### config.mk
export PLATFORM = sky130hd
export DESIGN_NAME = alu_cmd_sequencer
export DESIGN_NICKNAME = d
export VERILOG_FILES = /design/src/rtl/alu_cmd_sequencer.sv
export SDC_FILE = /design/constraint.sdc
export NUM_CORES = 1
export LEC_CHECK = 0
export ABC_CLOCK_PERIOD_IN_PS = 4700
export CORE_UTILIZATION = 30
export DETAILED_ROUTE_END_ITERATION = 12
export PLACE_DENSITY_LB_ADDON = 0.12
export SYNTH_ARGS = -nofsm -noshare
export SYNTH_HDL_FRONTEND = slang
export SYNTH_SLANG_ARGS = --single-unit
### constraint.sdc
create_clock -name clk -period 4.7 [get_ports clk]
set_input_delay 0.47 -clock clk [delete_from_list [all_inputs] [get_ports clk]]
set_output_delay 0.47 -clock clk [all_outputs]
set_load 0.01 [all_outputs]
### src/rtl/alu_cmd_sequencer.sv
// Command sequencer for the external combinational ALU: fetches operands from a local
// register file, executes for one cycle, writes back and holds a response until taken.
module alu_cmd_sequencer #(
    parameter  int DATA_W  = 8,
    parameter  int REG_NUM = 8,
    localparam int ADDR_W  = $clog2(REG_NUM)
) (
    input  logic              clk,
    input  logic              rst_n,
    input  logic              i_cmd_valid,
    output logic              o_cmd_ready,
    input  logic [3:0]        i_cmd_op,
    input  logic [ADDR_W-1:0] i_cmd_rd,
    input  logic [ADDR_W-1:0] i_cmd_rs1,
    input  logic [ADDR_W-1:0] i_cmd_rs2,
    input  logic [DATA_W-1:0] i_cmd_imm,
    output logic [3:0]        o_alu_ctrl,
    output logic [DATA_W-1:0] o_alu_x,
    output logic [DATA_W-1:0] o_alu_y,
    input  logic [DATA_W-1:0] i_alu_out,
    input  logic              i_alu_carry,
    output logic              o_rsp_valid,
    input  logic              i_rsp_ready,
    output logic [DATA_W-1:0] o_rsp_data,
    output logic              o_rsp_carry,
    output logic [ADDR_W-1:0] o_rsp_rd,
    output logic              o_rsp_err
);

    typedef enum logic [1:0] {
        S_IDLE,
        S_EXEC,
        S_RESP
    } state_t;

    localparam logic [3:0] OP_LAST_ALU = 4'hC;
    localparam logic [3:0] OP_LOADI    = 4'hF;

    state_t            r_state;
    state_t            w_next_state;
    logic              w_cmd_fire;
    logic              w_op_alu;
    logic              w_op_loadi;

    logic [3:0]        r_op;
    logic [ADDR_W-1:0] r_rd;
    logic [DATA_W-1:0] r_imm;
    logic [DATA_W-1:0] r_regs [REG_NUM];

    logic              r_cmd_ready;
    logic [3:0]        r_alu_ctrl;
    logic [DATA_W-1:0] r_alu_x;
    logic [DATA_W-1:0] r_alu_y;
    logic              r_rsp_valid;
    logic [DATA_W-1:0] r_rsp_data;
    logic              r_rsp_carry;
    logic [ADDR_W-1:0] r_rsp_rd;
    logic              r_rsp_err;

    // r_cmd_ready is high only in IDLE, so a fire is always an IDLE acceptance.
    assign w_cmd_fire = i_cmd_valid && r_cmd_ready;
    assign w_op_alu   = (r_op <= OP_LAST_ALU);
    assign w_op_loadi = (r_op == OP_LOADI);

    always_ff @(posedge clk or negedge rst_n) begin
        if (!rst_n) begin
            r_state <= S_IDLE;
        end else begin
            r_state <= w_next_state;
        end
    end

    // NOTE: every variable assigned in always_comb gets a default first, so no path can infer a latch.
    always_comb begin
        w_next_state = r_state;
        unique case (r_state)
            S_IDLE:  if (w_cmd_fire) w_next_state = S_EXEC;
            S_EXEC:  w_next_state = S_RESP;
            S_RESP:  if (i_rsp_ready) w_next_state = S_IDLE;
            default: w_next_state = S_IDLE;
        endcase
    end

    // NOTE: the register file sits in the reset branch because it must read as zero after reset;
    // plain storage arrays are normally left unreset.
    always_ff @(posedge clk or negedge rst_n) begin
        if (!rst_n) begin
            for (int i = 0; i < REG_NUM; i++) begin
                r_regs[i] <= '0;
            end
            r_op        <= '0;
            r_rd        <= '0;
            r_imm       <= '0;
            r_cmd_ready <= 1'b0;
            r_alu_ctrl  <= '0;
            r_alu_x     <= '0;
            r_alu_y     <= '0;
            r_rsp_valid <= 1'b0;
            r_rsp_data  <= '0;
            r_rsp_carry <= 1'b0;
            r_rsp_rd    <= '0;
            r_rsp_err   <= 1'b0;
        end else begin
            // Handshake flags track the state being entered so they line up with it.
            r_cmd_ready <= (w_next_state == S_IDLE);
            r_rsp_valid <= (w_next_state == S_RESP);

            if (w_cmd_fire) begin
                r_op       <= i_cmd_op;
                r_rd       <= i_cmd_rd;
                r_imm      <= i_cmd_imm;
                r_alu_ctrl <= i_cmd_op;
                r_alu_x    <= r_regs[i_cmd_rs1];
                r_alu_y    <= r_regs[i_cmd_rs2];
            end

            if (r_state == S_EXEC) begin
                r_rsp_rd <= r_rd;
                if (w_op_alu) begin
                    r_regs[r_rd] <= i_alu_out;
                    r_rsp_data   <= i_alu_out;
                    r_rsp_carry  <= i_alu_carry;
                    r_rsp_err    <= 1'b0;
                end else if (w_op_loadi) begin
                    r_regs[r_rd] <= r_imm;
                    r_rsp_data   <= r_imm;
                    r_rsp_carry  <= 1'b0;
                    r_rsp_err    <= 1'b0;
                end else begin
                    r_rsp_data   <= '0;
                    r_rsp_carry  <= 1'b0;
                    r_rsp_err    <= 1'b1;
                end
            end
        end
    end

    assign o_cmd_ready = r_cmd_ready;
    assign o_alu_ctrl  = r_alu_ctrl;
    assign o_alu_x     = r_alu_x;
    assign o_alu_y     = r_alu_y;
    assign o_rsp_valid = r_rsp_valid;
    assign o_rsp_data  = r_rsp_data;
    assign o_rsp_carry = r_rsp_carry;
    assign o_rsp_rd    = r_rsp_rd;
    assign o_rsp_err   = r_rsp_err;

endmodule

Word level (Yosys, flattened, before mapping)
Index checks and enable logic that the tools add are counted.
- order comparisons: 5
- equality and inequality tests: 4
- mux-type cells: 20
- bitwise logic cells: 3
- reductions and logical operators: 6
- operators with widths (operator ; number):
    $bwmux 64 ; 2
    $mux 64 ; 2
    $mux 8 ; 7
    $bmux 8 s3 ; 2
    $demux 8 s3 ; 1
    $ge 4x4->1 const B ; 3
    $not 3->4 ; 3
    $pmux 2 s3 ; 1
    $eq 2x2->1 const B ; 2
    $eq 4x4->1 const B ; 1
    $le 4x4->1 const B ; 1
    $logic_not 2->1 ; 2
    $lt 4x1->1 const B ; 1
    $mux 2 ; 2
    $mux 1 ; 3
    $eq 2x1->1 const B ; 1
    $logic_and 1x1->1 ; 2
    $reduce_and 2->1 ; 1
    $reduce_bool 2->1 ; 1
- register bits after elaboration: 112
- bits of input ports: 34
- logic and storage cells: 58

Logic depth before layout (Yosys ltp)
Gate-level depths: netlist (run 1).
- depth after elaboration: 8
- mapped depth: 5
- depth with buffers taken out: 3

Least setup slack after synthesis (run 1)
No wires, ideal clock.
- path type: flip-flop to flip-flop
- start: reg o_alu_ctrl[0] (netlist name)
- end: reg r_regs[45] (netlist bit)
- setup time: 0.125 ns
- data arrival time: 1.832 ns
- setup slack: 2.743 ns
- stages on the path, launching flop included: 5
- path buffers: 1
- period minus slack after synthesis: 1.957 ns
- path through: dfrtp_1 > o211ai_2 > clkbuf_1 > mux2_2 > mux2_2
- RTL lines (item ; line ; RTL):
    to (signal, indexed assignment) ; 120 ; r_regs[r_rd] <= i_alu_out;
    to (signal, indexed assignment) ; 125 ; r_regs[r_rd] <= r_imm;
    to (decl) ; 48 ; logic [DATA_W-1:0] r_regs [REG_NUM];

==> run_results.csv, run 1 <==
group,metric,value,unit
outcome,status,"complete, no violations",
floorplanning,dieArea,18800,um^2
synthesis,yosys_warnings,0,
grt,grt.total_usage,17.2,%
place,port_buffers,68,
critical_path,crit_path_start_kind,"register",
clocking,ctsLongestPathBuffers,2,
synthesis,ys_ff_latch,112,
grt,grt_pass1_wl,23600,um
clocking,cts_buffers,9,
critical_path,cp_data_arrival_time,2.56,ns
detailed_routing,antenna_left,0,
timing,layout_min_cycle_time,2.31,ns
place,dp_slack,2.39,ns
synthesis,synth_fp_nets,453,
detailed_routing,vias,3648,
flow_run,drv_cap,0,
synthesis,async_flop_share,100,%
clocking,clk_pin_slew_worst_paths,0.08,ns
detailed_routing,routedWlPerCell,21.0,um
critical_path,cp-end-kind,"register",
power,p_leak,2.87,nW
timing,fin_crit_sh,49.1,%
finish,multi_input_area,2580,um^2
floorplanning,ios,69,
synthesis,syn_area,5490,um^2
floorplanning,rows,49,
critical_path,path_max_fanout,9,
place,hpwl,9740,um
worst_hold_path,min_path_type,"input pin to async pin",
synthesis,ys_dominant_reg_cell,"dfrtp_1",
critical_path,startpoint,"o_alu_ctrl[2]",
timing,clock_skew,0.00960,ns
power,peakVddDrop,0.224,mV
synthesis,yosysTopAreaCell,"dfrtp_1",
timing,holdWs,0.0766,ns
synthesis,synth_area_leaders,"dfrtp_1 (51%), mux2_2 (24%), mux2i_1 (5.8%)",
finish,seqCellArea,2800,um^2
synthesis,netlist_instances,419,
clocking,hold_buffers,0,
floorplanning,start_util,30.6,%
grt,grt-ovfl-total,0,
floorplanning,die_h,137,um
timing,finalWorstSetupSlack,2.39,ns
clocking,cts_tree,"done",
clocking,clk_latency,0.36,ns
grt,grt_max_degree,49,
clocking,post_cts_resized,0,
detailed_routing,drt_iter0_drc,172,
synthesis,synth_top_area_share,51.1,%
finish,layout.nets,515,
timing,worstMarginPinSlew,1.03,ns
clocking,cts_setup_buffers,0,
timing,fmax,433,MHz
critical_path,r2r-start,"o_alu_ctrl[2]",
synthesis,synthDistinctLibCells,29,
clocking,clockRootBuffer,"clkbuf_16",
detailed_routing,drc,0,
power,p_per_area,613,nW/um^2
clocking,cts_sinks,112,
timing,final.setup.tns,0,ns
place,postPlaceCellArea,6410,um^2
timing,setup_viol,0,
clocking,cts_max_level,3,
critical_path,cp.required,4.95,ns
critical_path,critPathKind,"register to register",
synthesis,avgSynthCellArea,13.1,um^2
finish,antennaDiodeCount,0,
detailed_routing,drt_first_pass_iters,4,
finish,final_area,6740,um^2
grt,antenna_found_initial,0,
floorplanning,core_area,18000,um^2
floorplanning,die-width,137,um
timing,slew_headroom,30.8,%
timing,rsz0062_at_grt,"false",
synthesis,ys_seq_area_share,51.1,%
finish,fill_cells,1739,
timing,timing.final.hold_violations,0,
finish,syn_to_final_growth,22.7,%
timing,maxSlewViolCount,0,
synthesis,synth_edf_count,0,
grt,grt_pass1_vias,3799,
detailed_routing,drt-total-wl,15000,um
detailed_routing,avgViaCountPerCell,5.10,
finish,drive_above_1_share,31.3,%
place,gp_congestion,0.709,
-- area by class of cell --
cell class | count | share of cell area [%]
Multi-Input combinational cell | 281 | 38.3
Sequential cell | 112 | 41.6
Timing Repair Buffer | 76 | 11.0
Clock buffer | 10 | 3.55
Clock inverter | 6 | 1.23
Inverter | 1 | 0.0557
Tap cell | 229 | 4.25
-- final timing paths --
| check | cells past startpoint | endpoint | slack [ns] |
|---|---|---|---|
| min in group clk | 2 | o_rsp_data[3] | 0.48 |
| worst min-delay path | 1 | o_alu_ctrl[1] | 0.08 |
| worst max-delay path | 3 | r_regs[52] | 2.39 |
| max in group asynchronous | 2 | r_regs[26] | 3.70 |
| worst min register to register | 2 | o_rsp_data[3] | 0.48 |
| worst max register to register | 3 | r_regs[52] | 2.39 |
-- placed cells by master (no fill, tap or decap), types with 2 or more instances in the layout --
master,n
o22ai_1,16
o21ai_0,13
bufinv_16,2
clkbuf_16,9
nand2b_1,4
clkdlybuf4s50_1,67
o31ai_1,16
dfrtp_1,112
a22o_1,16
a211oi_2,4
mux2_1,5
mux2_2,115
mux2i_1,32
buf_4,9
nand2_1,33
a211oi_4,2
clkinv_2,3
a2111oi_4,2
a22oi_1,8
nor2_1,3
nor2b_1,2
-- cell usage after synthesis, types with 2 or more instances --
cell,number
nor2b_1,2
dfrtp_1,112
clkbuf_1,12
nor2_1,3
buf_2,7
a211oi_4,2
mux2_1,5
buf_1,6
a211oi_2,4
o21ai_0,13
a22oi_1,8
a2111oi_4,2
mux2_2,115
mux2i_1,32
o22ai_1,16
nand2b_1,4
nand2_1,34
a22o_1,16
o31ai_1,16
-- metal layers --
metal / vias up / routed length, um / GRT usage (%)
met3: 11 / 473 / 3.05
met5: - / 0 / 0
met4: 0 / 144 / 4.03
met1: 1881 / 7240 / 23.9
li1: 1690 / - / -
met2: 66 / 7180 / 27.8
-- logic make-up (layout without fill, tap and decap cells) --
kind of cell	Yosys count	count (layout)	synth area share (%)
XOR/XNOR	1	1	0.502
multiplexers	152	152	30.5
buffers and inverters	26	93	1.94
flip-flops	112	112	51.1
AO/OA/AOI/OAI	78	78	11.7
AND/OR/NAND/NOR	50	50	4.33
-- through the flow --
step	std cells	total power (W)	util, %
2_1_floorplan	419	0.00269	-
3_3_place_gp	699	0.00328	35.7
3_5_place_dp	699	0.00332	35.7
4_1_cts	715	0.00419	37.5
5_1_grt	715	0.00441	37.5
6_report	715	0.00413	37.5
-- report_power, final --
part / internal, W / switching [W]
logic: 0.000847 / 0.000702
registers: 0.00140 / 0.000345
clock network: 0.000480 / 0.000360
total: 0.00272 / 0.00141
-- worst max-delay path: stages, from the launching register on --
cell       delay (ns)
dfrtp_1          0.42
and2_1           0.38
a2111oi_4        0.97
mux2_2           0.42
-- sequential cells by signal, indices dropped and copies added (netlist names) --
| register | count |
|---|---|
| o_cmd_ready | 1 |
| r_rd | 3 |
| o_rsp_carry | 1 |
| o_rsp_data | 8 |
| o_rsp_rd | 3 |
| o_alu_x | 8 |
| r_imm | 8 |
| o_rsp_err | 1 |
| o_alu_y | 8 |
| r_regs | 64 |
| o_alu_ctrl | 4 |
| r_state | 2 |
| o_rsp_valid | 1 |
(Power assumes the default switching activity.)
==> run 2: changes to the inputs <==
--- a/config.mk
+++ b/config.mk
@@ -5,7 +5,7 @@
 export SDC_FILE = /design/constraint.sdc
 export NUM_CORES = 1
 export LEC_CHECK = 0
-export ABC_CLOCK_PERIOD_IN_PS = 4700
+export ABC_CLOCK_PERIOD_IN_PS = 2400
 export CORE_UTILIZATION = 30
 export DETAILED_ROUTE_END_ITERATION = 12
 export PLACE_DENSITY_LB_ADDON = 0.12
==> constraint.sdc (replaced) <==
create_clock -name clk -period 2.4 [get_ports clk]
set_input_delay 0.24 -clock clk [delete_from_list [all_inputs] [get_ports clk]]
set_output_delay 0.24 -clock clk [all_outputs]
set_load 0.01 [all_outputs]
==> run 2 against run 1 <==
Worst hold slack improved by 0.36 ns. Critical path depth did not move. Clock-buffer cell count rose by 3. Cell area rose by 1.2%. Highest routed layer unchanged.
==> run_results.csv, run 2 (synthesized netlist as in run 1, its figures left out) <==
group,metric,value,unit
finish,final_area,6820,um^2
place,hpwl,9820,um
grt,grt_pass1_vias,3732,
clocking,cts_max_level,3,
floorplanning,die_h,137,um
finish,fin_util,37.9,%
timing,timing.final.hold_violations,0,
timing,fin_crit_sh,85.5,%
grt,grt_max_degree,44,
detailed_routing,routedWlPerCell,19.4,um
critical_path,crit_path_start_kind,"register",
place,postPlaceCellArea,6540,um^2
timing,layout_min_cycle_time,2.05,ns
power,p_leak,2.92,nW
critical_path,r2r-start,"r_state[1]",
clocking,cts_buffers,9,
timing,final.setup.tns,0,ns
timing,fmax,487,MHz
floorplanning,start_util,30.6,%
clocking,cts_tree,"done",
clocking,clockRootBuffer,"clkbuf_16",
finish,multi_input_area,2580,um^2
floorplanning,rows,49,
place,port_buffers,68,
outcome,status,"complete, no violations",
flow_run,drv_cap,0,
finish,antennaDiodeCount,0,
finish,final_common_cell,"mux2_2",
grt,grt-ovfl-total,0,
critical_path,rr_worst_depth,3,
critical_path,cp-end-kind,"register",
finish,most-common-layout-cells,"mux2_2 (115), dfrtp_1 (112), clkdlybuf4s50_1 (67), nand2_1 (33), mux2i_1 (32)",
critical_path,rr_endpoint,"r_regs[56]",
power,combPwrFrac,39.8,%
detailed_routing,vias,3563,
floorplanning,core_area,18000,um^2
timing,setup_viol,0,
timing,slew_headroom,57.6,%
detailed_routing,drc,0,
timing,maxSlewViolCount,0,
finish,largest_reg_flops,64,
finish,seqCellArea,2800,um^2
floorplanning,ios,69,
detailed_routing,drt_iter0_drc,127,
critical_path,critPathKind,"register to register",
finish,syn_to_final_growth,24.2,%
detailed_routing,antenna_left,0,
floorplanning,dieArea,18800,um^2
grt,antenna_found_initial,0,
detailed_routing,drt_first_pass_iters,4,
finish,top_register,"r_regs",
critical_path,cp_data_arrival_time,2.29,ns
place,gp_congestion,0.718,
power,p_sw_share,34.5,%
power,pwr-share-clk,17.9,%
timing,clock_skew,0.00399,ns
critical_path,r2r_slack,0.35,ns
detailed_routing,drt-total-wl,14100,um
worst_hold_path,min_path_type,"input pin to async pin",
critical_path,path_max_fanout,8,
power,seqPwrFrac,42.3,%
power,peakVddDrop,0.410,mV
finish,drive_above_1_share,32.0,%
critical_path,cp.required,2.64,ns
floorplanning,die-width,137,um
power,power_switching,0.00273,W
finish,layout.nets,526,
grt,grt.total_usage,16.2,%
clocking,clk_latency,0.35,ns
clocking,ctsLongestPathBuffers,2,
clocking,cts_sinks,112,
timing,rsz0062_at_grt,"false",
grt,grt_pass1_wl,22200,um
power,p_per_area,1160,nW/um^2
power,p_int,0.00520,W
timing,worstMarginPinSlew,0.634,ns
clocking,clk_pin_slew_worst_paths,0.07,ns
detailed_routing,avgViaCountPerCell,4.91,
finish,fill_cells,1778,
run 2: cell types whose count changed in the layout (fill, tap and decap cells not counted):
cell	before	now
buf_4	9	15
buf_12	0	4
clkbuf_1	0	3
bufinv_16	2	0
clkinv_2	3	2
dlygate4sd3_1	0	1
run 2: final cells by class:
| class | count | area share [%] |
|---|---|---|
| clock buffer | 13 | 3.67 |
| tap | 229 | 4.20 |
| inverter | 1 | 0.0551 |
| multi-input combinational | 281 | 37.9 |
| clock inverter | 3 | 0.257 |
| sequential | 112 | 41.1 |
| timing repair buffer | 87 | 12.8 |
run 2: timing repair:
| action | CTS | global route |
|---|---|---|
| setup endpoints to repair | 0 | 0 |
| hold buffers | 1 | 0 |
| endpoints found under the hold margin | 40 | 0 |
| resized for setup | 0 | 0 |
| buffers inserted | 0 | 0 |
run 2: metal layers:
metal / global-route usage, % / share of wire, % / wire [um]
met5: 0 / 0 / 0
met4: 5.56 / 1.4 / 201
met3: 2.65 / 3.4 / 479
met2: 25.4 / 46 / 6560
met1: 22.5 / 49 / 6870
run 2: how the worst max path moves through the flow:
stage                              from         end  cells after the start
final                        r_state[1]  r_regs[56]                      3
after CTS                    r_state[1]  r_regs[56]                      3
after detailed placement     r_state[1]  r_regs[61]                      3
after global placement       r_state[1]  r_regs[61]                      3
after global routing         r_state[1]  r_regs[56]                      3
after floorplan           o_alu_ctrl[0]  r_regs[45]                      4
run 2: worst max-delay path: stages (launching register included):
cell and delay (ns):
dfrtp_1 0.42, or4b_4 0.60, a211oi_4 0.52, mux2_2 0.39
run 2: power by group through the flow:
| stage | combinational (W) | clock (W) | sequential, W |
|---|---|---|---|
| after floorplan | 0.00192 | 0 | 0.00335 |
| after global placement | 0.00316 | 0 | 0.00333 |
| after detailed placement | 0.00320 | 0 | 0.00338 |
| after CTS | 0.00321 | 0.00148 | 0.00335 |
| after global routing | 0.00344 | 0.00154 | 0.00348 |
| final | 0.00316 | 0.00142 | 0.00335 |
run 2: through the flow:
stage | hold WS, ns | worst slack [ns] | std cells | total power [W]
floorplan | -0.0556 | 0.443 | 419 | 0.00527
global placement | 0.286 | 0.359 | 709 | 0.00650
detailed placement | 0.292 | 0.350 | 709 | 0.00658
CTS | 0.435 | 0.330 | 726 | 0.00804
global route | 0.461 | 0.262 | 726 | 0.00847
finish | 0.441 | 0.347 | 726 | 0.00793
==> run 3: changes to the inputs <==
--- a/config.mk
+++ b/config.mk
@@ -6,7 +6,7 @@
 export NUM_CORES = 1
 export LEC_CHECK = 0
 export ABC_CLOCK_PERIOD_IN_PS = 2400
-export CORE_UTILIZATION = 30
+export CORE_UTILIZATION = 56
 export DETAILED_ROUTE_END_ITERATION = 12
 export PLACE_DENSITY_LB_ADDON = 0.12
 export SYNTH_ARGS = -nofsm -noshare
==> run 3 against run 2 <==
Total power decreased by 4.8%. Sequential cell count unchanged. Combinational power shrank 2%. Critical path type unchanged. Register-to-register slack lost 0.04 ns. Fmax is 2.1% lower. Critical path depth unchanged. Die area shrank 46%. First-iteration DRC count rose by 48%. Highest routed layer unchanged. Routed wire length decreased by 7.3%.
==> run_results.csv, run 3 (synthesized netlist as in run 1, its figures left out) <==
group,metric,value,unit
floorplanning,die_h,101,um
clocking,clk_pin_slew_worst_paths,0.11,ns
power,p_per_area,1140,nW/um^2
clocking,clockRootBuffer,"clkbuf_8",
critical_path,path_max_fanout,8,
finish,final_common_cell,"mux2_2",
timing,rsz0062_at_grt,"false",
critical_path,cp_data_arrival_time,2.37,ns
place,hpwl,8850,um
critical_path,slowest_stage,"or4b_4",
flow_run,drv_cap,0,
critical_path,cp.required,2.67,ns
timing,final.setup.tns,0,ns
grt,grt.total_usage,28.1,%
detailed_routing,avgViaCountPerCell,5.92,
grt,grt_max_degree,53,
finish,multi_input_area,2580,um^2
finish,fill_cells,691,
timing,clock_skew,0.0120,ns
clocking,clk_latency,0.38,ns
floorplanning,rows,35,
floorplanning,start_util,58.6,%
clocking,cts_buffers,9,
finish,layout.nets,528,
detailed_routing,drt-total-wl,13100,um
critical_path,critPathKind,"register to register",
finish,syn_to_final_growth,20.4,%
finish,top_register,"r_regs",
detailed_routing,drc,0,
power,p_leak,2.89,nW
finish,antennaDiodeCount,0,
grt,grt-ovfl-total,0,
finish,drive_above_1_share,32.5,%
clocking,ctsLongestPathBuffers,2,
floorplanning,core_area,9370,um^2
grt,grt_pass1_vias,4024,
clocking,cts_sinks,112,
timing,timing.final.hold_violations,0,
detailed_routing,vias,3715,
finish,seqCellArea,2800,um^2
outcome,status,"complete, no violations",
timing,fin_crit_sh,87.4,%
detailed_routing,drt_iter0_drc,188,
critical_path,cp_cell_sequence,"or4b_4 > a211oi_4 > mux2_2",
power,peakVddDrop,0.514,mV
finish,largest_reg_flops,64,
floorplanning,dieArea,10200,um^2
place,port_buffers,68,
critical_path,max_stage_delay,0.57,ns
detailed_routing,antenna_left,0,
floorplanning,die-width,101,um
worst_hold_path,min_path_type,"input pin to async pin",
critical_path,cp-end-kind,"register",
critical_path,crit_path_start_kind,"register",
floorplanning,ios,69,
timing,fmax,477,MHz
detailed_routing,drt_first_pass_iters,4,
timing,maxSlewViolCount,0,
timing,slew_headroom,58.9,%
finish,most-common-layout-cells,"mux2_2 (115), dfrtp_1 (112), clkdlybuf4s50_1 (67), nand2_1 (34), mux2i_1 (32)",
power,power,0.00755,W
place,gp_congestion,0.805,
clocking,cts_tree,"done",
clocking,cts_max_level,3,
grt,antenna_found_initial,0,
timing,setup_viol,0,
timing,worstMarginPinSlew,0.617,ns
timing,layout_min_cycle_time,2.10,ns
detailed_routing,routedWlPerCell,20.8,um
grt,grt_pass1_wl,21200,um
-- run 3: cell count changes in the layout (fill, tap and decap cells not counted), sizes merged --
cell / delta
inv: +2
clkinv: +2
buf: +2
clkinvlp: -1
clkbuf: -3
-- run 3: final timing paths --
path,startpoint,to,slack [ns],cells past startpoint
hold / removal,rst_n,o_rsp_data[7],0.32,2
setup reg to reg,r_rd[2],r_regs[61],0.30,3
hold reg to reg,o_rsp_data[5],o_rsp_data[5],0.49,2
setup / recovery,r_rd[2],r_regs[61],0.30,3
min in group clk,i_alu_carry,o_rsp_carry,0.42,3
max in group asynchronous,rst_n,r_regs[12],1.32,3
-- run 3: timing repair --
| action | 4_1_cts | 5_1_grt |
|---|---|---|
| hold buffers | 1 | 0 |
| resized for setup | 0 | 0 |
| hold endpoints to repair | 28 | 0 |
| setup buffers | 0 | 0 |
-- run 3: layout make-up --
cell class                      count  share of cell area [%]
Inverter                            1                  0.0568
Multi-Input combinational cell    281                    39.0
Clock buffer                       10                    1.93
Sequential cell                   112                    42.4
Timing Repair Buffer               89                    13.4
Clock inverter                      6                   0.663
Tap cell                          129                    2.44
-- run 3: per-stage QoR --
step / cells / hold slack [ns] / area, um^2 / util, % / setup WS (ns)
floorplan: 419 / -0.0556 / 5490 / - / 0.443
global placement: 611 / 0.191 / 6430 / 68.6 / 0.384
detailed placement: 611 / 0.194 / 6430 / 68.6 / 0.315
CTS: 628 / 0.323 / 6610 / 70.5 / 0.303
global route: 628 / 0.349 / 6610 / 70.5 / 0.239
finish: 628 / 0.321 / 6610 / 70.5 / 0.304
-- run 3: per-layer routing --
metal,share of wire (%),track usage (%),vias to the layer above
met5,0,0,-
met4,1.4,8.70,0
met3,5.9,5.83,18
met2,49,46.1,98
met1,44,37.9,1887
li1,-,-,1712
-- run 3: report_power, final --
part | switching [W] | internal (W)
clock | 0.000646 | 0.000387
sequential | 0.000683 | 0.00273
combinational | 0.00138 | 0.00172
-- run 3: critical path, delay by kind of cell, from the launching register on --
kind | cells | cell delay (ns)
and+or+nand+nor | 1 | 0.57
DFF | 1 | 0.51
AOI/OAI and AO/OA | 1 | 0.51
muxes | 1 | 0.40
